### config.mk
export PLATFORM = sky130hd
export DESIGN_NAME = intrp_cntrl_pri_flat
export DESIGN_NICKNAME = d
export VERILOG_FILES = /design/src/rtl/intrp_cntrl_pri_if.sv /design/src/rtl/intrp_cntrl_pri.sv /design/src/flat_wrapper.sv
export SDC_FILE = /design/constraint.sdc
export NUM_CORES = 1
export LEC_CHECK = 0
export ABC_AREA = 1
export BUFFER_PORTS_ARGS = -buffer_cell sky130_fd_sc_hd__buf_2
export CAP_MARGIN = 20
export CORE_AREA = 2 2 143 117
export CTS_BUF_LIST = sky130_fd_sc_hd__clkbuf_4 sky130_fd_sc_hd__clkbuf_8 sky130_fd_sc_hd__clkbuf_16
export DETAILED_ROUTE_END_ITERATION = 10
export DIE_AREA = 0 0 145 119
export GPL_TIMING_DRIVEN = 0
export PLACE_DENSITY = 0.68
export SYNTH_ARGS = -nofsm -noshare
export SYNTH_HDL_FRONTEND = slang
export SYNTH_SLANG_ARGS = --single-unit
### constraint.sdc
create_clock -name clk -period 41 [get_ports clk]
set_input_delay 6.15 -clock clk [delete_from_list [all_inputs] [get_ports clk]]
set_output_delay 6.15 -clock clk [all_outputs]
set_load 0.005 [all_outputs]
### src/rtl/intrp_cntrl_pri_if.sv
// Configuration bus for intrp_cntrl_pri: APB-style select/enable/write access
// with zero-wait-state ready and error response.
interface intrp_cntrl_pri_if #(
    parameter int WIDTH      = 16,
    parameter int ADDR_WIDTH = 16
);
    logic                  sel;
    logic                  enable;
    logic                  write;
    logic [ADDR_WIDTH-1:0] addr;
    logic [WIDTH-1:0]      wdata;
    logic [WIDTH-1:0]      rdata;
    logic                  ready;
    logic                  error;

    modport master (
        output sel, enable, write, addr, wdata,
        input  rdata, ready, error
    );

    modport slave (
        input  sel, enable, write, addr, wdata,
        output rdata, ready, error
    );
endinterface

### src/rtl/intrp_cntrl_pri.sv
// Priority interrupt controller: edge-latched pending bits, mask/enable, priority
// arbitration and a grant-until-serviced handshake. INTRP_FCFS_EN adds age-based arbitration.
module intrp_cntrl_pri #(
    parameter int NUM_PHER   = 16,
    parameter int WIDTH      = 16,
    parameter int ADDR_WIDTH = 16,
    parameter int PRI_WIDTH  = $clog2(NUM_PHER),
    parameter int ID_WIDTH   = $clog2(NUM_PHER)
) (
    input  logic                clk,
    input  logic                rst_n,
    intrp_cntrl_pri_if.slave    bus,
    input  logic [NUM_PHER-1:0] int_valid,
    output logic                intrp_valid,
    output logic [ID_WIDTH-1:0] pher_with_intrp,
    input  logic                intrp_serviced
);

    localparam logic [ADDR_WIDTH-1:0] A_MASK = ADDR_WIDTH'(NUM_PHER);
    localparam logic [ADDR_WIDTH-1:0] A_CTRL = ADDR_WIDTH'(NUM_PHER + 1);
    localparam logic [ADDR_WIDTH-1:0] A_PEND = ADDR_WIDTH'(NUM_PHER + 2);
`ifdef INTRP_FCFS_EN
    localparam logic [ADDR_WIDTH-1:0] A_MODE = ADDR_WIDTH'(NUM_PHER + 3);
    localparam int AGE_W = ID_WIDTH + 2;
    localparam int KEY_W = AGE_W + PRI_WIDTH;
`else
    localparam int KEY_W = PRI_WIDTH;
`endif

    typedef enum logic {IDLE, GRANT} state_t;

    logic [PRI_WIDTH-1:0] pri_q [NUM_PHER];
    logic [NUM_PHER-1:0]  mask_q;
    logic                 en_q;
    logic [NUM_PHER-1:0]  int_q;
    logic [NUM_PHER-1:0]  pending_q;
    logic [NUM_PHER-1:0]  rise;
    logic [NUM_PHER-1:0]  cand;
    logic [NUM_PHER-1:0]  clr;
    state_t               state_q, state_d;
    logic [ID_WIDTH-1:0]  winner_q;
    logic [ID_WIDTH-1:0]  best_idx;
    logic [KEY_W-1:0]     best_key;
    logic [KEY_W-1:0]     key [NUM_PHER];
    logic                 best_found;
    logic                 grant_load;
    logic                 access, wr_en;
    logic                 is_pri, is_mask, is_ctrl, is_pend, is_mode, mapped;
    logic [ID_WIDTH-1:0]  pri_idx;
    logic [WIDTH-1:0]     rd_val;
`ifdef INTRP_FCFS_EN
    logic                 mode_q;
    logic [AGE_W-1:0]     age_q [NUM_PHER];
`endif

    // Address decode and bus response
    always_comb begin
        access  = bus.sel & bus.enable;
        is_pri  = bus.addr < A_MASK;
        is_mask = bus.addr == A_MASK;
        is_ctrl = bus.addr == A_CTRL;
        is_pend = bus.addr == A_PEND;
`ifdef INTRP_FCFS_EN
        is_mode = bus.addr == A_MODE;
`else
        is_mode = 1'b0;
`endif
        mapped  = is_pri | is_mask | is_ctrl | is_pend | is_mode;
        pri_idx = bus.addr[ID_WIDTH-1:0];
        wr_en   = access & bus.write & mapped & ~is_pend;
    end

    always_comb begin
        rd_val = '0;
        if (is_pri)       rd_val = WIDTH'(pri_q[pri_idx]);
        else if (is_mask) rd_val = WIDTH'(mask_q);
        else if (is_ctrl) rd_val = WIDTH'(en_q);
        else if (is_pend) rd_val = WIDTH'(pending_q);
`ifdef INTRP_FCFS_EN
        else if (is_mode) rd_val = WIDTH'(mode_q);
`endif
    end

    assign bus.ready = access;
    assign bus.error = access & (~mapped | (bus.write & is_pend));
    assign bus.rdata = (access & ~bus.error) ? rd_val : '0;

    always_ff @(posedge clk or negedge rst_n) begin
        if (!rst_n) begin
            for (int unsigned i = 0; i < NUM_PHER; i++) pri_q[i] <= '0;
            mask_q <= '1;
            en_q   <= 1'b1;
        end else if (wr_en) begin
            if (is_pri)  pri_q[pri_idx] <= bus.wdata[PRI_WIDTH-1:0];
            if (is_mask) mask_q <= bus.wdata[NUM_PHER-1:0];
            if (is_ctrl) en_q <= bus.wdata[0];
        end
    end

    // int_q resets high so requests already asserted at reset release need a fresh edge
    assign rise = int_valid & ~int_q;
    assign cand = pending_q & mask_q & {NUM_PHER{en_q}};

    always_ff @(posedge clk or negedge rst_n) begin
        if (!rst_n) begin
            int_q     <= '1;
            pending_q <= '0;
        end else begin
            int_q     <= int_valid;
            pending_q <= (pending_q & ~clr) | rise;
        end
    end

`ifdef INTRP_FCFS_EN
    always_ff @(posedge clk or negedge rst_n) begin
        if (!rst_n) begin
            mode_q <= 1'b0;
        end else if (wr_en && is_mode) begin
            mode_q <= bus.wdata[0];
        end
    end

    always_ff @(posedge clk or negedge rst_n) begin
        if (!rst_n) begin
            for (int unsigned i = 0; i < NUM_PHER; i++) age_q[i] <= '0;
        end else begin
            for (int unsigned i = 0; i < NUM_PHER; i++) begin
                if (rise[i] && (!pending_q[i] || clr[i])) begin
                    age_q[i] <= '0;
                end else if (pending_q[i] && !clr[i]) begin
                    if (age_q[i] != '1) age_q[i] <= age_q[i] + 1'b1;
                end else if (clr[i]) begin
                    age_q[i] <= '0;
                end
            end
        end
    end

    // Age dominates the comparison key in FCFS mode; priority breaks age ties
    always_comb begin
        for (int unsigned i = 0; i < NUM_PHER; i++)
            key[i] = mode_q ? {age_q[i], pri_q[i]} : {{AGE_W{1'b0}}, pri_q[i]};
    end
`else
    always_comb begin
        for (int unsigned i = 0; i < NUM_PHER; i++) key[i] = pri_q[i];
    end
`endif

    // Strictly-greater replacement keeps the lower index on equal keys
    always_comb begin
        best_found = 1'b0;
        best_idx   = '0;
        best_key   = '0;
        for (int unsigned i = 0; i < NUM_PHER; i++) begin
            if (cand[i] && (!best_found || key[i] > best_key)) begin
                best_found = 1'b1;
                best_idx   = ID_WIDTH'(i);
                best_key   = key[i];
            end
        end
    end

    always_comb begin
        state_d    = state_q;
        grant_load = 1'b0;
        clr        = '0;
        case (state_q)
            IDLE: begin
                if (best_found) begin
                    state_d    = GRANT;
                    grant_load = 1'b1;
                end
            end
            GRANT: begin
                if (intrp_serviced) begin
                    state_d = IDLE;
                    clr     = NUM_PHER'(1) << winner_q;
                end
            end
            default: state_d = IDLE;
        endcase
    end

    always_ff @(posedge clk or negedge rst_n) begin
        if (!rst_n) begin
            state_q  <= IDLE;
            winner_q <= '0;
        end else begin
            state_q <= state_d;
            if (grant_load) winner_q <= best_idx;
        end
    end

    assign intrp_valid     = (state_q == GRANT);
    assign pher_with_intrp = winner_q;

endmodule

### src/flat_wrapper.sv
// flat-port wrapper written by rule: the top's interface ports become plain ports
module intrp_cntrl_pri_flat 
#(
    parameter int NUM_PHER   = 16,
    parameter int WIDTH      = 16,
    parameter int ADDR_WIDTH = 16,
    parameter int PRI_WIDTH  = $clog2(NUM_PHER),
    parameter int ID_WIDTH   = $clog2(NUM_PHER)
)
  (clk, rst_n, int_valid, intrp_valid, pher_with_intrp, intrp_serviced, bus_sel, bus_enable, bus_write, bus_addr, bus_wdata, bus_rdata, bus_ready, bus_error);
  intrp_cntrl_pri_if #(.WIDTH(WIDTH), .ADDR_WIDTH(ADDR_WIDTH)) bus_i ();
  input  logic clk;
  input  logic rst_n;
  input  logic [NUM_PHER-1:0] int_valid;
  output logic intrp_valid;
  output logic [ID_WIDTH-1:0] pher_with_intrp;
  input  logic intrp_serviced;
  input wire logic [$bits(bus_i.sel)-1:0] bus_sel;
  input wire logic [$bits(bus_i.enable)-1:0] bus_enable;
  input wire logic [$bits(bus_i.write)-1:0] bus_write;
  input wire logic [$bits(bus_i.addr)-1:0] bus_addr;
  input wire logic [$bits(bus_i.wdata)-1:0] bus_wdata;
  output wire logic [$bits(bus_i.rdata)-1:0] bus_rdata;
  output wire logic [$bits(bus_i.ready)-1:0] bus_ready;
  output wire logic [$bits(bus_i.error)-1:0] bus_error;
  assign bus_i.sel = bus_sel;
  assign bus_i.enable = bus_enable;
  assign bus_i.write = bus_write;
  assign bus_i.addr = bus_addr;
  assign bus_i.wdata = bus_wdata;
  assign bus_rdata = bus_i.rdata;
  assign bus_ready = bus_i.ready;
  assign bus_error = bus_i.error;
  intrp_cntrl_pri #(.NUM_PHER(NUM_PHER), .WIDTH(WIDTH), .ADDR_WIDTH(ADDR_WIDTH), .PRI_WIDTH(PRI_WIDTH), .ID_WIDTH(ID_WIDTH)) u_core (.clk(clk), .rst_n(rst_n), .bus(bus_i), .int_valid(int_valid), .intrp_valid(intrp_valid), .pher_with_intrp(pher_with_intrp), .intrp_serviced(intrp_serviced));
endmodule
==> flow_summary.yaml <==
status:
  outcome: "finished, final reports clean"
floorplanning:
  start_util: 0.4863
  row_count: 42
  die_width_um: 145
  dieArea_sq_um: 17260
  pin_count: 77
  coreArea_sq_um: 16030
  die-height_um: 119
timing:
  slew_viol_final: 0
  skew_ps: 8.626
  period_share: 0.4605
  max_slew_margin: 0.5229
  hold_violations: 0
  grt_setup_unrepaired: "false"
  finalCriticalPeriod_ps: 18880
  fmax_mhz: 52.97
  setup_tns_ps: 0
  setup_viol: 0
  worstMarginPinSlew_ps: 715.6
place:
  portBuffers: 76
  place_congestion: 0.9221
  place_hpwl_um: 16620
clocking:
  cts_setup_buffers: 0
  cts_buffers: 17
  clk_pin_slew_worst_paths_ps: 50
  clock_latency_ps: 410
  hold_buffers: 0
  ctsRootBufferMaster: "clkbuf_16"
  cts_tree: "built"
  clock_sinks: 118
  h-tree-depth: 4
  cts_resized: 0
  cts.path.max_buffers: 2
yosys:
  synthTopCellsByArea: "dfrtp_1, dfstp_2, nand2_1"
  synth_seq_cells: 118
  yosys.area.top_type: "dfrtp_1"
  async_flop_share: 1.000
  yosysTopAreaCellShare: 0.2729
  netlist_instances: 1035
  syn-num-nets: 1141
  syn_avg_cell_area_sq_um: 7.530
  synth_edf_count: 0
  syn_area_sq_um: 7794
  synth_seq_area_share: 0.3842
  synth_flop_cell: "dfrtp_1"
  yosysWarnings: 0
  ys_types: 45
route:
  first_pass_iters: 6
  vias: 7343
  wl_um: 21750
  drc_errors: 0
  antenna_left: 0
  via_per_inst: 5.383
  first_iter_violations: 587
  wl_per_cell_um: 15.94
worst_setup_path:
  endpoint_kind: "flip-flop"
  max_stage_delay_ps: 580
  critPathMaxFanout: 10
  start_kind: "flip-flop"
  arrival_ps: 19180
  required_ps: 41300
  cpMaxStageDelayCell: "dfstp_2"
  crit_type: "flip-flop to flip-flop"
  crit_top_cell: "nand2_1"
layout:
  multi_input_area_sq_um: 4110
  antennaDiodeCount: 0
  layout.nets: 1237
  syn2layout_area_growth_pct: 16.62
  mostFrequentLayoutCell: "nand2_1"
  drive_gt1_frac: 0.1783
  fin_util: 0.5671
  layout_common_cells: "nand2_1, o21ai_0, inv_1"
  seq_area_sq_um: 2994
  nFillCells: 1504
global_routing:
  grt_max_degree: 101
  gr-usage-all-layers: 0.2623
  grt_pass1_vias: 6981
  grt_antenna_before_repair: 0
  gr-total-overflow: 0
  grt_pass1_wl_um: 35780
flow_run:
  drv_cap: 0
pwr:
  p_leak_nw: 4.544
  powerDensity_nw_per_um2: 31.20
  ir_drop_mv: 0.03286
hold_path:
  hold_path_class: "flip-flop to flip-flop"
-- worst max-delay path, delay by kind of cell, from the launching register on --
kind	cells	cell delay, ps
simple gates	78	6260
fa+ha+maj	15	4630
flops	1	580
compound gates	36	5350
buf+inv	22	1890
-- per-stage QoR --
stage / cells / power (mW) / hold WS (ps) / cell area, sq um / setup WS (ps)
3_3_place_gp: 1331 / 0.1336 / 485.2 / 8449 / 22460
3_5_place_dp: 1332 / 0.1341 / 493.6 / 8483 / 22220
6_report: 1364 / 0.2835 / 504.3 / 9089 / 22120
2_1_floorplan: 1035 / 0.1254 / 474.7 / 7794 / 24790
5_1_grt: 1364 / 0.2917 / 520.9 / 9089 / 19810
4_1_cts: 1364 / 0.2849 / 502.0 / 9089 / 22120
-- layout make-up --
cell class,instances,area share
Clock inverter,9,0.01418
Sequential cell,118,0.3294
Timing Repair Buffer,77,0.04557
Buffer,20,0.01225
Tap cell,220,0.03029
Clock buffer,23,0.05245
Inverter,154,0.06360
Multi-Input combinational cell,743,0.4522
-- worst paths after layout --
| check | from | depth (start not counted) | slack, ps | end |
|---|---|---|---|---|
| min reg2reg | u_core.mask_q[2] | 2 | 500 | u_core.mask_q[2] |
| max reg2reg | u_core.en_q | 151 | 22120 | u_core.pher_with_intrp[3] |
| min in group asynchronous | rst_n | 1 | 5570 | u_core.pending_q[9] |
| min | u_core.mask_q[2] | 2 | 500 | u_core.mask_q[2] |
| max | u_core.en_q | 151 | 22120 | u_core.pher_with_intrp[3] |
| max in group asynchronous | rst_n | 2 | 34690 | u_core.key[45] |
-- cells in the mapped netlist, types with 3 or more instances --
master,instances
nand2_1,230
o21ai_0,154
inv_1,139
dfrtp_1,85
nand3_1,79
nor2_1,53
ha_1,52
dfstp_2,33
o22ai_1,26
nand2_2,23
nand4_1,19
a21oi_1,12
a22oi_1,12
clkbuf_1,12
inv_2,12
mux2_2,12
o21ai_1,11
o21bai_1,10
and2_1,6
a221oi_1,4
a41oi_1,4
buf_6,4
nand2_4,4
nor4_1,4
clkinv_1,3
o211ai_1,3
o21a_1,3
-- layer usage --
layer | part of all wire | global-route usage | up-vias
li1 | - | - | 3695
met1 | 0.48 | 0.3808 | 3341
met2 | 0.43 | 0.4057 | 272
met3 | 0.071 | 0.04904 | 35
met4 | 0.018 | 0.06683 | 0
met5 | 0 | 0 | -
-- logic make-up (layout without fill, tap and decap cells) --
logic type	Yosys count	after routing	synth area share
adders and majority gates	52	52	0.08348
muxes	12	12	0.01734
AOI/OAI and AO/OA	252	252	0.1840
and+or+nand+nor	427	427	0.2426
buffers and inverters	174	283	0.08846
DFF	118	118	0.3842
-- power breakdown --
group | switching, mW | internal [mW]
clock | 0.0509 | 0.100
combinational | 0.00954 | 0.00429
sequential | 0.000440 | 0.118
-- registers in the layout, summed over array words and instances (netlist names) --
name                    cells
u_core.key                 64
u_core.int_q               16
u_core.mask_q              16
u_core.pending_q           16
u_core.pher_with_intrp      4
u_core.en_q                 1
u_core.intrp_valid          1
Note: power is estimated with default switching activity, not from simulation.
